===== src/rtl/wb_rr_arbiter4.sv =====
// wb_rr_arbiter4
// Four-master to one-slave Wishbone B4 pipelined arbiter with round-robin
// fairness. Ownership is granted on a registered one-hot o_grant, held until
// the owning master drops its cyc, and followed by a forced one-clock idle
// gap before the next arbitration. The number of strobes in flight is
// tracked so the slave never sees more than 2^LGOUT-1 outstanding requests.
//
// Ports
//   i_clk, i_rst          clock, synchronous active-high reset
//   i_cyc/i_stb/i_we      per-master Wishbone request bits (bit n = master n)
//   i_adr/i_dat/i_sel     per-master address/data/select, master n at [n*W +: W]
//   o_ack/o_stall/o_err   per-master responses
//   o_cyc..o_sel          slave-side request
//   i_ack/i_stall/i_err   slave-side responses
//   o_grant               one-hot current owner, 0 when the bus is unowned
//
// Configuration
//   WBRR_TIMEOUT_EN       when defined, an ack watchdog aborts a transfer that
//                         waits TIMEOUT clocks with requests outstanding and
//                         no ack; the owner sees a one-clock error and loses
//                         the bus. When undefined TIMEOUT is unused.

module wb_rr_arbiter4 #(
    parameter int DW      = 32,
    parameter int AW      = 19,
    parameter int LGOUT   = 4,
    parameter int TIMEOUT = 1023
) (
    input  logic              i_clk,
    input  logic              i_rst,
    input  logic [3:0]        i_cyc,
    input  logic [3:0]        i_stb,
    input  logic [3:0]        i_we,
    input  logic [4*AW-1:0]   i_adr,
    input  logic [4*DW-1:0]   i_dat,
    input  logic [4*DW/8-1:0] i_sel,
    output logic [3:0]        o_ack,
    output logic [3:0]        o_stall,
    output logic [3:0]        o_err,
    output logic              o_cyc,
    output logic              o_stb,
    output logic              o_we,
    output logic [AW-1:0]     o_adr,
    output logic [DW-1:0]     o_dat,
    output logic [DW/8-1:0]   o_sel,
    input  logic              i_ack,
    input  logic              i_stall,
    input  logic              i_err,
    output logic [3:0]        o_grant
);

    typedef enum logic [1:0] {
        IDLE = 2'd0,
        OWN  = 2'd1,
        GAP  = 2'd2
    } state_t;

    state_t           state;
    logic             r_cyc;
    // Last winner. While in OWN this is also the current owner, so the
    // request mux and response steering index off it directly.
    logic [1:0]       last;
    logic [LGOUT-1:0] count;
    logic [LGOUT-1:0] count_nxt;
    logic             full;
    logic             accept;
    logic             fire;
    logic [1:0]       winner;
    logic [1:0]       cand;
    logic             found;

    assign full = (count == {LGOUT{1'b1}});

    // ------------------------------------------------------------------
    // Slave-side request: the owner's signals pass straight through.
    // cyc follows the master combinationally so a release is visible to
    // the slave in the same clock the master drops cyc.
    // ------------------------------------------------------------------
    assign o_cyc = r_cyc & i_cyc[last] & ~fire;
    assign o_stb = o_cyc & i_stb[last] & ~full;
    assign o_we  = i_we[last];
    assign o_adr = i_adr[int'(last)*AW +: AW];
    assign o_dat = i_dat[int'(last)*DW +: DW];
    assign o_sel = i_sel[int'(last)*(DW/8) +: DW/8];

    // Strobe taken by the slave this clock.
    assign accept = o_stb & ~i_stall;

    // ------------------------------------------------------------------
    // Master-side responses: only the owner ever sees ack/err or a
    // non-stalled cycle; everybody else is held off.
    // ------------------------------------------------------------------
    always_comb begin
        o_stall = 4'hF;
        o_ack   = 4'h0;
        o_err   = 4'h0;
        if (r_cyc) begin
            o_stall[last] = i_stall | full;
        end
        if (o_cyc) begin
            o_ack[last] = i_ack;
            o_err[last] = i_err;
        end
        if (fire) begin
            o_err[last] = 1'b1;
        end
    end

    // ------------------------------------------------------------------
    // Round-robin pick: scan (last+1) .. (last+4) mod 4; the 2-bit add
    // provides the wrap for free.
    // ------------------------------------------------------------------
    always_comb begin
        winner = last;
        cand   = last;
        found  = 1'b0;
        for (int k = 1; k <= 4; k++) begin
            cand = last + 2'(k);
            if (!found && i_cyc[cand]) begin
                winner = cand;
                found  = 1'b1;
            end
        end
    end

    // ------------------------------------------------------------------
    // Outstanding counter next value. A strobe accepted in the same clock
    // as an ack leaves the count alone; a stray ack with nothing in flight
    // is ignored so the counter never wraps below zero. The count cannot
    // wrap upward because o_stb is masked while full.
    // ------------------------------------------------------------------
    always_comb begin
        count_nxt = count;
        if (accept && i_ack) begin
            count_nxt = count;
        end else if (accept) begin
            count_nxt = count + LGOUT'(1);
        end else if (i_ack && (count != '0)) begin
            count_nxt = count - LGOUT'(1);
        end
    end

`ifdef WBRR_TIMEOUT_EN
    // Ack watchdog: counts consecutive OWN clocks with something in flight
    // and no ack. It fires on the TIMEOUT-th such clock.
    localparam int WDW = $clog2(TIMEOUT + 1);

    logic [WDW-1:0] wdog;

    assign fire = r_cyc && (count != '0) && !i_ack &&
                  (wdog == WDW'(TIMEOUT - 1));

    always_ff @(posedge i_clk) begin
        if (i_rst || (state != OWN)) begin
            wdog <= '0;
        end else if ((count != '0) && !i_ack) begin
            wdog <= wdog + WDW'(1);
        end else begin
            wdog <= '0;
        end
    end
`else
    logic unused_timeout;

    assign fire           = 1'b0;
    assign unused_timeout = ^TIMEOUT;
`endif

    // ------------------------------------------------------------------
    // Ownership FSM. Arbitration happens only in IDLE, and every release
    // passes through GAP, so consecutive owners are separated by at least
    // two clocks without o_cyc.
    // ------------------------------------------------------------------
    always_ff @(posedge i_clk) begin
        if (i_rst) begin
            state   <= IDLE;
            o_grant <= 4'h0;
            r_cyc   <= 1'b0;
            last    <= 2'd3;
            count   <= '0;
        end else begin
            case (state)
                IDLE: begin
                    if (|i_cyc) begin
                        state   <= OWN;
                        o_grant <= 4'b0001 << winner;
                        r_cyc   <= 1'b1;
                        last    <= winner;
                        count   <= '0;
                    end
                end
                OWN: begin
                    if (!i_cyc[last] || fire) begin
                        // Release: anything still in flight is abandoned,
                        // late acks land in GAP/IDLE and are dropped.
                        state   <= GAP;
                        o_grant <= 4'h0;
                        r_cyc   <= 1'b0;
                        count   <= '0;
                    end else if (i_err) begin
                        // Bus error terminates all outstanding requests
                        // but the master keeps the bus until it lets go.
                        count <= '0;
                    end else begin
                        count <= count_nxt;
                    end
                end
                GAP: begin
                    state <= IDLE;
                end
                default: begin
                    state   <= IDLE;
                    o_grant <= 4'h0;
                    r_cyc   <= 1'b0;
                    count   <= '0;
                end
            endcase
        end
    end

endmodule


===== config.mk =====
export PLATFORM = sky130hd
export DESIGN_NAME = wb_rr_arbiter4
export DESIGN_NICKNAME = d
export VERILOG_FILES = /design/src/rtl/wb_rr_arbiter4.sv
export SDC_FILE = /design/constraint.sdc
export NUM_CORES = 1
export LEC_CHECK = 0
export ABC_AREA = 1
export CAP_MARGIN = 20
export CORE_AREA = 2 2 122 124
export CTS_CLUSTER_DIAMETER = 200
export CTS_CLUSTER_SIZE = 12
export DETAILED_ROUTE_END_ITERATION = 10
export DIE_AREA = 0 0 124 126
export HOLD_SLACK_MARGIN = 0.06
export PLACE_DENSITY_LB_ADDON = 0.25
export SYNTH_ARGS = -nofsm -noshare
export SYNTH_HDL_FRONTEND = slang
export SYNTH_SLANG_ARGS = --single-unit
export TNS_END_PERCENT = 10

===== constraint.sdc =====
create_clock -name i_clk -period 3.2 [get_ports i_clk]
set_input_delay 0.64 -clock i_clk [delete_from_list [all_inputs] [get_ports i_clk]]
set_output_delay 0.64 -clock i_clk [all_outputs]
set_load 0.1 [all_outputs]

# ---- Word level (Yosys, flattened, before mapping)
# Cells that the tools add are included.
dict set report word_totals {
  reg_bits 13
  output_inout_bits 74
  input_bits 237
  elab_cells 95
}
dict set report classes {
  mul 1
  n_lt_le_gt_ge 5
  reduce_logical 16
  eq_ne 7
  add_sub_neg 5
  n_mux 40
  n_bitwise 12
  shift 4
}
# operator n
set op_table {}
lappend op_table {{variable part select 128 x 8 -> 32 bit} 1}
lappend op_table {{variable part select 76 x 8 -> 19 bit} 1}
lappend op_table {{two-way mux 4 bit} 11}
lappend op_table {{one-hot mux 4 bit (3 select lines)} 2}
lappend op_table {{variable part select 16 x 5 -> 4 bit} 1}
lappend op_table {{binary-select mux 1 bit (select 2 bit)} 6}
lappend op_table {{less-than comparator 2 x 3 -> 1 bit (second input constant)} 4}
lappend op_table {{two-way mux 1 bit} 12}
lappend op_table {{two-way mux 2 bit} 6}
lappend op_table {{AND 4 bit} 2}
lappend op_table {{multiplier 2 x 5 -> 7 bit (second input constant)} 1}
lappend op_table {{logical AND 1 bit} 6}
lappend op_table {{inequality test 5 bit (second input constant)} 1}
lappend op_table {{adder 2 bit (second input constant)} 2}
lappend op_table {{adder 4 x 1 -> 4 bit (second input constant)} 1}
lappend op_table {{AND 1 bit} 4}
lappend op_table {{== test 4 bit (second input constant)} 1}
lappend op_table {{inequality test 2 bit (second input constant)} 2}
lappend op_table {{inequality test 4 bit (second input constant)} 1}
lappend op_table {{inverter 4 bit} 1}
lappend op_table {{OR 4 bit} 1}
lappend op_table {{one-hot mux 2 bit (2 select lines)} 1}
lappend op_table {{AND reduction 2 bit} 2}
lappend op_table {{AND reduction 4 bit} 1}
lappend op_table {{other kinds (15)} 19}

# ---- Longest topological paths before layout
dict set report logic_depth {
  word_depth 16
  mapped_depth 17
  mapped_depth_nobuf 16
}

# ---- Worst setup path after synthesis
# No wires, ideal clock.
dict set report synth_timing {
  path_kind {reg2out}
  start {register last[0]}
  end {output o_ack[0]}
  required_ns 2.560
  t_arrival_ns 3.432
  path_stages_with_launch 9
  setup_slack_ns -0.872
  cell_sequence {dfxtp_1 buf_6 inv_6 buf_6 buf_2 clkbuf_1 ha_1 nand2_1 nor3_1}
}
dict set report synth_via {
  elab_chain_cells 6
  elab_cells_between_ends 10
  classes_between {order compare (2); mux (5); bitwise (2); reduce/logical (1)}
}
# element line
set synth_rtl {}
lappend synth_rtl {{start, declared} 62} ;# logic [1:0] last;
lappend synth_rtl {{start signal, assigned} 188} ;# last <= winner;
lappend synth_rtl {{less-than comparator 2 x 3 -> 1 bit (not written as such) / greater-or-equal comparator 2 x 1 -> 1 bit (equally long branches)} --}
lappend synth_rtl {{logical AND 1 bit} --}
lappend synth_rtl {{two-way mux 1 bit} --}
lappend synth_rtl {{demux 1 bit (select 2 bit)} --}
lappend synth_rtl {{AND 4 bit (no line)} --}
lappend synth_rtl {{two-way mux 4 bit *} 100} ;# if (o_cyc) begin
lappend synth_rtl {{end, declared} 37} ;# output logic [3:0] o_ack,
# Every way passes the cells marked *; elsewhere a longest branch is shown, timed or not. The select of a mux whose other input is x is not followed.

# ---- Worst setup path after layout
dict set report layout_timing {
  start {input i_cyc[1]}
  end {register count[3]}
}
dict set report layout_via {
  elab_chain_cells 11
  elab_cells_between_ends 17
  classes_between {eq/ne (3); mux (7); bitwise (4); reduce/logical (3)}
}
# element line
set layout_rtl {}
lappend layout_rtl {{start, declared} 31} ;# input logic [3:0] i_cyc,
lappend layout_rtl {{binary-select mux 1 bit (select 2 bit)} {79, 193}}
lappend layout_rtl {{two-way mux 1 bit (not written as such)} {79, 193}}
lappend layout_rtl {{AND 1 bit} 79} ;# assign o_cyc = r_cyc & i_cyc[last] & ~fire;
lappend layout_rtl {{AND 1 bit (2 in series)} 80} ;# assign o_stb = o_cyc & i_stb[last] & ~full;
lappend layout_rtl {{AND 1 bit} 87} ;# assign accept = o_stb & ~i_stall;
lappend layout_rtl {{two-way mux 4 bit} 136} ;# end else if (accept) begin
lappend layout_rtl {{two-way mux 4 bit} 134} ;# if (accept && i_ack) begin
lappend layout_rtl {{two-way mux 4 bit} 200} ;# end else if (i_err) begin
lappend layout_rtl {{two-way mux 4 bit} 193} ;# if (!i_cyc[last] || fire) begin
lappend layout_rtl {{one-hot mux 4 bit (3 select lines)} 182} ;# case (state)
lappend layout_rtl {{end signal, assigned} 205} ;# count <= count_nxt;
lappend layout_rtl {{end, declared} 63} ;# logic [LGOUT-1:0] count;
# Several ways; a longest one is shown, not always the timed one. The select of a mux whose other input is x is not followed.
# A chain may end at the register's enable or synchronous reset.

==> reports/qor.log <==
INFO  outcome        run_status=finished clean
INFO  cts            clock-root-buffer=sky130_fd_sc_hd__clkbuf_16
INFO  die            row_count=44
INFO  cells_and_area multi_input_area=2113um^2
INFO  global_routing grt_first_pass_wirelength=23,480um
INFO  setup_path     critical-path-max-stage-delay=0.51ns
INFO  placed_design  io_buffer_count=310
INFO  synth          asyncSetResetFlopFracSynth=0%
INFO  synth          post_synth.cell_area_avg=5.270um^2
INFO  setup_path     worstSetupStartpointType=input port
INFO  sta            setup_ws=0.4165ns
INFO  cells_and_area design.final.nets=1,018
INFO  die            design.core.area=14,310um^2
INFO  setup_path     worst_path_most_repeated_cell=sky130_fd_sc_hd__nand2_1
INFO  cts            cts_num_sinks=13
INFO  setup_path     crit_path_cell_trace=clkdlybuf4s50_1 > nand2_1 > nand3_1 > nand2_2 > nor2_4 > nand3_4 > ha_1 > a21oi_1 > nand2_1 > or2_2 > nand2_1 > nand2_1 > nand2_1 > inv_1 > nand3_1 > a21oi_1
INFO  sta            tightest_slew=0.5684ns
INFO  detailed_routing routed_wl=15,410um
INFO  detailed_routing postRouteAntennaNets=0
INFO  placed_design  final_estimated_routing_congestion_in_global_placement=0.8436
INFO  cells_and_area final_layout_size_suffix_gt1_share=14.36%
INFO  sta            timing_hold_violations_final=0
INFO  detailed_routing wire_per_inst=16.10um
INFO  placed_design  placedInstanceArea=6560um^2
INFO  detailed_routing drt_pre_antenna_iters=4
INFO  setup_path     worst_ep_required_time=3.31ns
INFO  synth          number_of_standard_cells_after_synthesis=496
INFO  sta            timing.setup.tns=0ns
INFO  setup_path     worstSetupEndpointType=register
INFO  cts            clk_transition_reported_paths=0.05ns
INFO  placed_design  detailedPlacementHpwl=12,500um
INFO  die            fp.dieArea=15,620um^2
INFO  detailed_routing vias=4,477
INFO  sta            final-max-slew-violation-count=0
INFO  synth          yosys.cell_count.top_type=sky130_fd_sc_hd__nor2_1
INFO  synth          area_contributors_post_synth=sky130_fd_sc_hd__o21ai_0 22%, sky130_fd_sc_hd__nor2_1 17%, sky130_fd_sc_hd__o22ai_1 13%
INFO  hold_path      worst_min_path_class=register to register
INFO  synth          synth_ff_type=sky130_fd_sc_hd__dfxtp_1
INFO  detailed_routing detailedRoute.firstIterationViolations=236
INFO  sta            layout_worst_path_cycle_share=86.98%
INFO  sta            setup-violations-final=0
INFO  placed_design  place_worst_setup_slack=0.1661ns
INFO  global_routing overflow=0
INFO  synth          yosys_warnings=0
INFO  synth          mappedNetlistNets=740
INFO  detailed_routing detail_route.vias_per_cell=4.678
INFO  cts            clk_buf_depth=2
INFO  setup_path     critPathTopFamily=simple AND/OR/NAND/NOR gates
INFO  cells_and_area num-fill-cells=1,426
INFO  synth          synth.top_cells.by_count=121 x sky130_fd_sc_hd__nor2_1, 114 x sky130_fd_sc_hd__o21ai_0, 56 x sky130_fd_sc_hd__o22ai_1, 48 x sky130_fd_sc_hd__nand2_1, 34 x sky130_fd_sc_hd__clkbuf_1
INFO  global_routing antenna_found_initial=0
INFO  setup_path     data_arrival_time_at_the_worst_slack_endpoint=2.89ns
INFO  die            die_w=124um
INFO  sta            maximum_frequency_from_static_timing_analysis=0.3593GHz
INFO  cts            h-tree-depth=1
INFO  die            floorplan.io_pins=311
INFO  cells_and_area area_growth_syn_to_layout=154.0%
INFO  sta            min_period=2.784ns
INFO  cts            cts_repair_resize_count=0
INFO  synth          yosys.area.top_type=sky130_fd_sc_hd__o21ai_0
INFO  global_routing grt_util_all_layers=19.14%
INFO  cts            cts_made_buffers=3
INFO  cts            tritoncts=built
INFO  synth          synthesis.area=2614um^2
INFO  setup_path     critPathKind=input port to register
INFO  detailed_routing count_of_unresolved_drc_violations_after_routing=0
INFO  synth          synth_top_area_share=21.83%
INFO  sta            maxSlewHeadroom=62.11%
INFO  synth          synthDistinctLibCells=30
INFO  cells_and_area antenna-diode-count=0
INFO  cts            postCtsSetupBuffers=0
INFO  setup_path     worstPathBufferInverterCount=2
INFO  die            die-height=126um
INFO  cells_and_area final_design_area_no_fill=6640um^2
INFO  die            start_util=18.26%
INFO  global_routing grt_pass1_vias=4,331
INFO  cts            ctsHoldBuffers=0
INFO  setup_path     timing.critical_path.fanout_max=7
INFO  global_routing grt_max_degree=86
INFO  cts            worst_skew_pair.late_latency=0.25ns
INFO  sta            clock_skew=0.0008131ns
INFO  synth          seq_area_frac_synth=9.957%
INFO  synth          synth.ff_latch_count=13
INFO  sta            setup_repair_after_global_routing_missed_its_margin=false
INFO  cells_and_area regArea=265.3um^2
INFO  setup_path     cpMaxStageDelayCell=sky130_fd_sc_hd__clkdlybuf4s50_1
INFO  synth          synth_edf_count=0
INFO  job            maxCapViolations=0
==> state kept, by name, summed over array words and instances, names as in the netlist <==
register / cells
count: 4
state: 2
last: 2
r_cyc: 1
o_grant: 4
==> worst min-delay path, delay by kind of cell, from the launching register on <==
kind            cells  cell delay, ns
compound gates      1            0.05
flops               1            0.31
simple gates        1            0.06
==> metal layers <==
| metal | vias up | global-route usage [%] | share of wire, % |
|---|---|---|---|
| li1 | 2287 | - | - |
| met1 | 1966 | 23.36 | 41 |
| met2 | 199 | 33.39 | 49 |
| met3 | 25 | 4.620 | 7.3 |
| met4 | 0 | 4.825 | 2.3 |
| met5 | - | 0 | 0 |
==> cell usage in the layout, fill, tap and decap left out, types with 2 or more instances in the layout <==
cell type                         count
sky130_fd_sc_hd__nand2_1             48
sky130_fd_sc_hd__buf_12              72
sky130_fd_sc_hd__nand2_2              4
sky130_fd_sc_hd__o21ai_2              2
sky130_fd_sc_hd__inv_1               15
sky130_fd_sc_hd__nand4_1              4
sky130_fd_sc_hd__nor2_4               2
sky130_fd_sc_hd__nand3_1             19
sky130_fd_sc_hd__clkdlybuf4s50_1    236
sky130_fd_sc_hd__o21ai_0            114
sky130_fd_sc_hd__nor3_1               8
sky130_fd_sc_hd__dfxtp_1             11
sky130_fd_sc_hd__clkbuf_16            3
sky130_fd_sc_hd__o22ai_1             56
sky130_fd_sc_hd__a21oi_1             14
sky130_fd_sc_hd__nor2_2               3
sky130_fd_sc_hd__ha_1                 6
sky130_fd_sc_hd__nor2_1             121
sky130_fd_sc_hd__inv_2                6
sky130_fd_sc_hd__nor3_4               3
sky130_fd_sc_hd__nor4_1               2
sky130_fd_sc_hd__o21ai_1              5
sky130_fd_sc_hd__buf_4                8
==> kinds of logic after synthesis <==
logic type	share of synthesized area (%)
compound gates	40.31
simple gates	35.09
fa+ha+maj	3.638
buf+inv	10.67
flops	9.957
xor+xnor	0.3351
==> through the flow <==
step / hold slack [ns] / std cells / util (%)
6_report: 0.4686 / 957 / 46.39
5_1_grt: 0.4994 / 957 / 46.39
4_1_cts: 0.4716 / 957 / 46.39
3_5_place_dp: 0.4588 / 953 / 45.83
3_3_place_gp: 0.4595 / 953 / 45.83
2_1_floorplan: 0.4704 / 496 / -
==> worst paths after layout <==
| path | from | endpoint | slack (ns) | cells after the start |
|---|---|---|---|---|
| worst max-delay path | i_cyc[1] | count[3] | 0.42 | 16 |
| worst min-delay path | o_grant[2] | o_grant[2] | 0.47 | 2 |
| worst max register to register | last[0] | count[3] | 0.64 | 16 |
| worst min register to register | o_grant[2] | o_grant[2] | 0.47 | 2 |
==> area by class of cell <==
cell class / count / area share [%]
well taps: 184 / 3.467
inverters: 22 / 1.319
repair buffers: 316 / 58.19
clock buffers: 3 / 1.131
flip-flops and latches: 13 / 3.995
multi-input cells: 418 / 31.83
clock inverters: 1 / 0.07537
Power is not shown: default switching activity piles up to over one toggle a cycle in this logic, so the estimate is an artifact.
